### src/rtl/sram_dp.sv
`default_nettype none
// ============================================================================
//  Module      : sram_dp
//  Description : Simple dual-port synchronous RAM (one write port, one read
//                port, single clock) with registered read data, read-valid
//                strobe, selectable read-during-write behaviour and a
//                post-reset clear sweep that zeroes every word.
//                Optional even-parity protection is compiled in when the
//                macro SRAM_DP_PARITY_EN is defined.
//  Revision    : 1.0 - initial release
// ============================================================================
module sram_dp #(
  parameter int DATA_W       = 8,
  parameter int ADDR_W       = 8,
  parameter int RDW_MODE     = 0,
  parameter int CLEAR_ON_RST = 1
) (
  input  logic              clk,
  input  logic              rst,
  output logic              busy,
  input  logic              we,
  input  logic [ADDR_W-1:0] waddr,
  input  logic [DATA_W-1:0] wdata,
  input  logic              inject_err,
  input  logic              re,
  input  logic [ADDR_W-1:0] raddr,
  output logic [DATA_W-1:0] rdata,
  output logic              rvalid,
  output logic              parity_err
);

  localparam int DEPTH = 2**ADDR_W;
`ifdef SRAM_DP_PARITY_EN
  localparam int MEM_W = DATA_W + 1;
`else
  localparam int MEM_W = DATA_W;
`endif

  // Terminal count of the sweep; the counter carries one spare bit so the
  // last address is recognised without relying on wrap-around.
  localparam logic [ADDR_W:0] c_last = {1'b0, {ADDR_W{1'b1}}};

  typedef enum logic [0:0] {
    CLEAR = 1'b0,
    IDLE  = 1'b1
  } state_t;

  localparam state_t c_rst_state = (CLEAR_ON_RST != 0) ? CLEAR : IDLE;

  state_t            r_state;
  state_t            w_state_nxt;
  logic [ADDR_W:0]   r_cnt;
  logic [ADDR_W:0]   w_cnt_nxt;

  logic [MEM_W-1:0]  mem [DEPTH];

  logic [MEM_W-1:0]  w_wword;
  logic              w_wen;
  logic [ADDR_W-1:0] w_wa;
  logic [MEM_W-1:0]  w_wd;
  logic [MEM_W-1:0]  w_rword;
  logic              w_perr;

  assign busy = (r_state == CLEAR);

  // State and sweep-counter register; reset restarts the sweep at address 0.
  always_ff @(posedge clk) begin
    if (!rst) begin
      r_state <= c_rst_state;
      r_cnt   <= '0;
    end else begin
      r_state <= w_state_nxt;
      r_cnt   <= w_cnt_nxt;
    end
  end

  // Next-state logic: the sweep advances one word per cycle until the last one.
  always_comb begin
    w_state_nxt = r_state;
    w_cnt_nxt   = r_cnt;
    case (r_state)
      CLEAR: begin
        w_cnt_nxt = r_cnt + 1'b1;
        if (r_cnt == c_last) begin
          w_state_nxt = IDLE;
        end
      end
      IDLE:    w_state_nxt = IDLE;
      default: w_state_nxt = c_rst_state;
    endcase
  end

  // Stored write word: data plus even parity (optionally inverted) when enabled.
`ifdef SRAM_DP_PARITY_EN
  assign w_wword = {(^wdata) ^ inject_err, wdata};
`else
  logic w_unused;
  assign w_unused = inject_err;
  assign w_wword  = wdata;
`endif

  // Write-port mux: the sweep owns the array while busy; an all-zero word
  // already carries correct even parity.
  always_comb begin
    w_wen = we;
    w_wa  = waddr;
    w_wd  = w_wword;
    if (busy) begin
      w_wen = 1'b1;
      w_wa  = r_cnt[ADDR_W-1:0];
      w_wd  = '0;
    end
  end

  // Storage array; no writes are accepted while reset is asserted.
  always_ff @(posedge clk) begin
    if (rst && w_wen) begin
      mem[w_wa] <= w_wd;
    end
  end

  // Read-during-write selection for a same-address collision.
  generate
    if (RDW_MODE == 1) begin : g_rdw_new
      assign w_rword = (we && (waddr == raddr)) ? w_wword : mem[raddr];
    end else begin : g_rdw_old
      assign w_rword = mem[raddr];
    end
  endgenerate

`ifdef SRAM_DP_PARITY_EN
  assign w_perr = (^w_rword[DATA_W-1:0]) != w_rword[DATA_W];
`else
  assign w_perr = 1'b0;
`endif

  // Registered read port: one-cycle latency, rdata holds between reads.
  always_ff @(posedge clk) begin
    if (!rst) begin
      rdata      <= '0;
      rvalid     <= 1'b0;
      parity_err <= 1'b0;
    end else if ((r_state == IDLE) && re) begin
      rdata      <= w_rword[DATA_W-1:0];
      rvalid     <= 1'b1;
      parity_err <= w_perr;
    end else begin
      rvalid     <= 1'b0;
      parity_err <= 1'b0;
    end
  end

endmodule
`default_nettype wire
### config.mk
export PLATFORM = sky130hd
export DESIGN_NAME = sram_dp
export DESIGN_NICKNAME = d
export VERILOG_FILES = /design/src/rtl/sram_dp.sv
export SDC_FILE = /design/constraint.sdc
export NUM_CORES = 2
export LEC_CHECK = 0
export ABC_AREA = 1
export BUFFER_PORTS_ARGS = -buffer_cell sky130_fd_sc_hd__buf_2
export CORE_MARGIN = 2
export CORE_UTILIZATION = 55
export DETAILED_ROUTE_END_ITERATION = 10
export PLACE_DENSITY = 0.82
export SYNTH_ARGS = -nofsm -noshare
export SYNTH_HDL_FRONTEND = slang
export SYNTH_SLANG_ARGS = --single-unit
### constraint.sdc
create_clock -name clk -period 5.8 [get_ports clk]
set_input_delay 1.16 -clock clk [delete_from_list [all_inputs] [get_ports clk]]
set_output_delay 1.16 -clock clk [all_outputs]
set_load 0.01 [all_outputs]
Yosys cells after proc, flatten, opt, wreduce, memory -nomap -nowiden
Memories as Yosys holds them, arrays and structs flattened. A register that Yosys moved wholly into a read port is not among the register bits.
Index checks and enable logic that the tools add are counted.
{"block": "classes", "reduce_logical": 3, "muxes": 8, "eq_ne": 1, "shift": 0, "n_addsub": 1, "n_bitwise": 1, "order_cmp": 0, "n_div": 0, "multipliers": 0}
{"cell": "$mux 8", "n": 2}
{"cell": "$add 9x1->9 const B", "n": 1}
{"cell": "$eq 9x8->1 const B", "n": 1}
{"cell": "$mux 1", "n": 5}
{"cell": "$logic_and 1x1->1", "n": 2}
{"cell": "$pmux 1 s2", "n": 1}
{"cell": "$logic_not 1->1", "n": 1}
{"cell": "$not 1->1", "n": 1}
{"block": "totals", "rom_bits": 0, "word_cells": 18, "input_bits": 29, "regBits": 11, "ram_bits": 2048, "latchBits": 0, "out_inout_bits": 11, "n_memories": 1}
{"name": "mem", "words": 256, "word_bits": 8, "rd": 1, "rd_clocked_by_memory_dff": 1, "wr": 1, "line_no": "55", "rtl": "logic [MEM_W-1:0] mem [DEPTH];"}

Logic depth before layout (Yosys ltp)
{"block": "logic_depth", "ltp_word": 4, "mapped_depth": 17, "mapped_depth_nobuf": 13}

Worst setup path after synthesis
No wires, ideal clock.
{"block": "synth_timing", "path_type": "input -> register", "from": "input wdata[0]", "to": "memory mem[0][0] (netlist bit) (data pin)", "n_path_buf": 0, "required_ns": 5.027, "path_stages": 2, "arrival_time_ns": 3.968, "setup_slack_ns": 1.058, "setup_time_ns": 0.773, "cell_sequence": "nand2_1 -> inv_1"}
{"block": "synth_via", "elab_chain_cells": 1}
{"item": "start: declaration", "line_no": "23", "rtl": "input logic [DATA_W-1:0] wdata,"}
{"item": "$mux 8", "line_no": "108", "rtl": "if (busy) begin"}
{"item": "net w_wd[0]", "line_no": "60", "rtl": "logic [MEM_W-1:0] w_wd;"}
{"item": "end: declaration", "line_no": "55"}
The timed path passes the listed nets, and every way through them passes these cells.

Worst setup path after layout
{"block": "layout_timing", "from": "register r_state", "to": "memory mem[255][3] (netlist bit) (enable)"}
{"block": "layout_via", "elab_chain_cells": 4, "elab_cells_between_ends": 5, "classes_between": "mux (4); reduce/logical (1)"}
{"item": "start: declaration", "line_no": "50", "rtl": "state_t r_state;"}
{"item": "start signal: assignment", "line_no": "69", "rtl": "r_state <= c_rst_state;"}
{"item": "start signal: assignment", "line_no": "72", "rtl": "r_state <= w_state_nxt;"}
{"item": "$mux 1", "line_no": "108"}
{"item": "$logic_and 1x1->1", "line_no": "117", "rtl": "if (rst && w_wen) begin"}
{"item": "$mux 1", "line_no": "117"}
{"item": "$mux 1 (implied by the code)", "line_no": "118", "rtl": "mem[w_wa] <= w_wd;"}
Parallel ways exist; a longest one is shown, timed or not.

==> results.json <==
{
  "crit_arrival_ns": 4.85,
  "hp-class": "flop to flop",
  "slew_headroom_pct": 8.19,
  "row_count": 143,
  "layout.cells.non_filler": 9154,
  "antenna_found_initial": 11,
  "switching_share_pct": 22.0,
  "grt.overflow.total": 0,
  "p_leak_nw": 32.6,
  "postCtsSetupBuffers": 0,
  "powerDensity_nw_per_um2": 324,
  "syn_area_per_cell_um2": 11.8,
  "r2r_setup_slack_ns": 1.42,
  "ctsResizeCount": 0,
  "antenna_left": 0,
  "crit_top_cell": "nor2_1",
  "first_iter_violations": 8942,
  "synth_area_um2": 84100,
  "cap_violations": 0,
  "synth_top_area_cell": "edfxtp_1",
  "critical_path_required_ns": 6.26,
  "routed_wl_mm": 212,
  "dieArea_um2": 156000,
  "slowest_stage": "nand2_1",
  "worstSetupStartpointType": "flop",
  "clk_pin_slew_ns": 0.06,
  "vdd_ir_drop_max_mv": 0.256,
  "synthTopCellsByArea": "edfxtp_1, nand3_1, nand2_1, buf_2, nor2_1",
  "ys_types": 32,
  "drive_gt1_share_pct": 5.74,
  "cp-startpoint": "r_state$_SDFF_PN0_",
  "fp.dieW_um": 395,
  "h-tree-depth": 4,
  "synthMostInstantiatedCell": "nand2_1",
  "dp_hpwl_mm": 116,
  "synth_edf_count": 2048,
  "synth-seq-area-share_pct": 73.6,
  "areaGrowthSynthToFinish_pct": 8.93,
  "crit_type": "flop to flop",
  "tns_ns": 0,
  "vias": 56673,
  "cp-endpoint": "mem[255][3]$_DFFE_PP_",
  "detail_route.drc_violations": 0,
  "io_pins": 40,
  "clkPwrFrac_pct": 40.7,
  "cts_root_buffer": "clkbuf_16",
  "die_y_um": 395,
  "rr_startpoint": "r_state$_SDFF_PN0_",
  "cp_cell_sequence": "o21ai_0 -> nor2_1 -> inv_1 -> nor2_1 -> nand2_1 -> buf_4 -> nor2_1",
  "switchingPower_mw": 6.53,
  "finalHoldViolCount": 0,
  "place_inst": 8802,
  "clockBufferDepth": 3,
  "grt_pass1_wl_mm": 319,
  "crit_fanout": 24,
  "gp_congestion": 0.921,
  "grt_max_degree": 216,
  "syn-num-nets": 7165,
  "ff2ff_path_depth": 7,
  "grt_pass1_vias": 54863,
  "fin_crit_sh_pct": 75.6,
  "clock_latency_ns": 0.83,
  "comb_power_share_pct": 4.9,
  "synth_warnings": 0,
  "post_drt_wl_per_cell_um": 23.2,
  "postCtsHoldBufs": 0,
  "cp.depth": 7,
  "finalSetupViolations": 0,
  "skew_ns": 0.0293,
  "ys.flop_type": "edfxtp_1",
  "start_util_pct": 55.3,
  "cts_tree": "yes",
  "status": "finished, final reports clean",
  "cpPeakStageDelay_ns": 0.86,
  "fmax_ghz": 0.228,
  "synth-async-reset-ratio_pct": 0,
  "p_seq_share_pct": 54.5,
  "ys_ff_latch": 2067,
  "rsz0062_at_grt": "no",
  "crit_path_end_kind": "flop",
  "r2r_end": "mem[255][3]$_DFFE_PP_",
  "period_minus_slack_ns": 4.38,
  "vias_per_cell": 6.19,
  "path_buf_inv": 2,
  "cts_buffers": 192,
  "first_pass_iters": 9,
  "synth_commonest_cells": "nand2_1, edfxtp_1, nand3_1",
  "port_buffers": 37,
  "intPower_mw": 23.2,
  "cp_top_family": "simple AND/OR/NAND/NOR gates",
  "drv_slew": 0,
  "yosys.area.top_type_share_pct": 73.2,
  "core-area_um2": 152000,
  "grt.total_usage_pct": 26.8,
  "cts.sinks": 2067,
  "synthCells": 7134,
  "antennaDiodeCount": 0,
  "worst_pin_slew_ns": 1.37,
  "nets": 6997
}
-- state kept, by name, summed over array words and instances, names as in the netlist --
| register | flops |
|---|---|
| mem | 2048 |
| r_cnt | 9 |
| r_state | 1 |
| rdata | 8 |
| rvalid | 1 |
-- worst min path at each step --
| stage | from | endpoint | slack, ns | depth (start not counted) |
|---|---|---|---|---|
| 2_1_floorplan | r_cnt[1]$_SDFFE_PN0N_ | r_cnt[1]$_SDFFE_PN0N_ | 0.49 | 2 |
| 3_3_place_gp | r_cnt[0]$_SDFFE_PN0N_ | r_cnt[0]$_SDFFE_PN0N_ | 0.51 | 2 |
| 3_5_place_dp | r_cnt[1]$_SDFFE_PN0N_ | r_cnt[1]$_SDFFE_PN0N_ | 0.52 | 2 |
| 4_1_cts | r_cnt[1]$_SDFFE_PN0N_ | r_cnt[1]$_SDFFE_PN0N_ | 0.52 | 2 |
| 5_1_grt | r_cnt[1]$_SDFFE_PN0N_ | r_cnt[1]$_SDFFE_PN0N_ | 0.56 | 2 |
| 6_report | r_cnt[1]$_SDFFE_PN0N_ | r_cnt[1]$_SDFFE_PN0N_ | 0.52 | 2 |
-- cell families (layout without fill, tap and decap cells) --
family | count (synthesis) | after routing | share of synthesized area, %
buffers and inverters | 553 | 543 | 3.08
and+or+nand+nor | 4492 | 4492 | 23.1
adders and majority gates | 2 | 2 | 0.0298
other | 1 | 1 | 0.00446
xor gates and xnor gates | 2 | 2 | 0.0208
AOI/OAI and AO/OA | 17 | 17 | 0.115
DFF | 2067 | 2067 | 73.6
-- routing by layer --
metal	wire length [um]	up-vias	track usage (%)
met2	98700	4135	41.9
met4	10600	10	13.6
met5	56	-	0
met1	74100	26916	35.2
li1	-	24901	-
met3	29000	711	6.55
-- layout by cell type (no fill, tap or decap), types with 2 or more instances in the layout --
cell type,Yosys,routed
o21ai_0,6,6
clkinv_8,0,5
o21ai_1,2,2
inv_16,0,3
bufinv_16,0,10
clkinv_16,0,4
clkbuf_16,0,194
nand2_2,3,5
clkinv_2,0,29
clkbuf_1,83,56
inv_1,56,46
buf_2,351,33
nand2_1,2133,2131
inv_2,7,6
o21ai_2,2,2
buf_12,0,28
buf_8,0,2
clkinv_1,1,47
nor2_2,4,4
ha_1,2,2
dfxtp_1,19,19
inv_8,0,11
nor3_1,6,6
a21oi_1,6,6
clkinvlp_4,0,3
buf_4,7,62
nand3_1,2026,2026
edfxtp_1,2048,2048
or2_1,4,4
nor2_1,311,311
-- per-stage QoR --
| stage | util, % | instance area (um2) | power, mW | hold slack, ns | setup WS (ns) |
|---|---|---|---|---|---|
| final | 60.3 | 91600 | 29.7 | 0.524 | 1.42 |
| after global routing | 60.3 | 91600 | 30.3 | 0.556 | 1.38 |
| after CTS | 60.3 | 91600 | 29.7 | 0.523 | 1.66 |
| after detailed placement | 56.3 | 85600 | 17.9 | 0.516 | 1.39 |
| after global placement | 56.3 | 85600 | 17.8 | 0.511 | 1.47 |
| after floorplan | - | 84100 | 17.4 | 0.494 | 1.06 |
-- tightest hold or removal path, stage by stage, from the launching register on --
cell and delay (ns):
dfxtp_1 0.33, nor2_1 0.10, nor2_1 0.05
-- power by group through the flow --
stage                     Sequential [mW]  Combinational (mW)  Clock (mW)
after global placement               16.5                1.34           0
after global routing                 16.2                1.53        12.6
after CTS                            16.2                1.39        12.1
final                                16.2                1.44        12.1
after floorplan                      16.5               0.943           0
after detailed placement             16.5                1.38           0
-- cell type report --
class	count	area (um2)
clock inverter	102	911
tap	2030	2540
inverter	65	338
clock buffer	250	5060
fill	10758	60300
timing repair buffer	126	1230
sequential	2067	61900
multi-input combinational	4514	19600
Power figures use the tool's default switching activity.
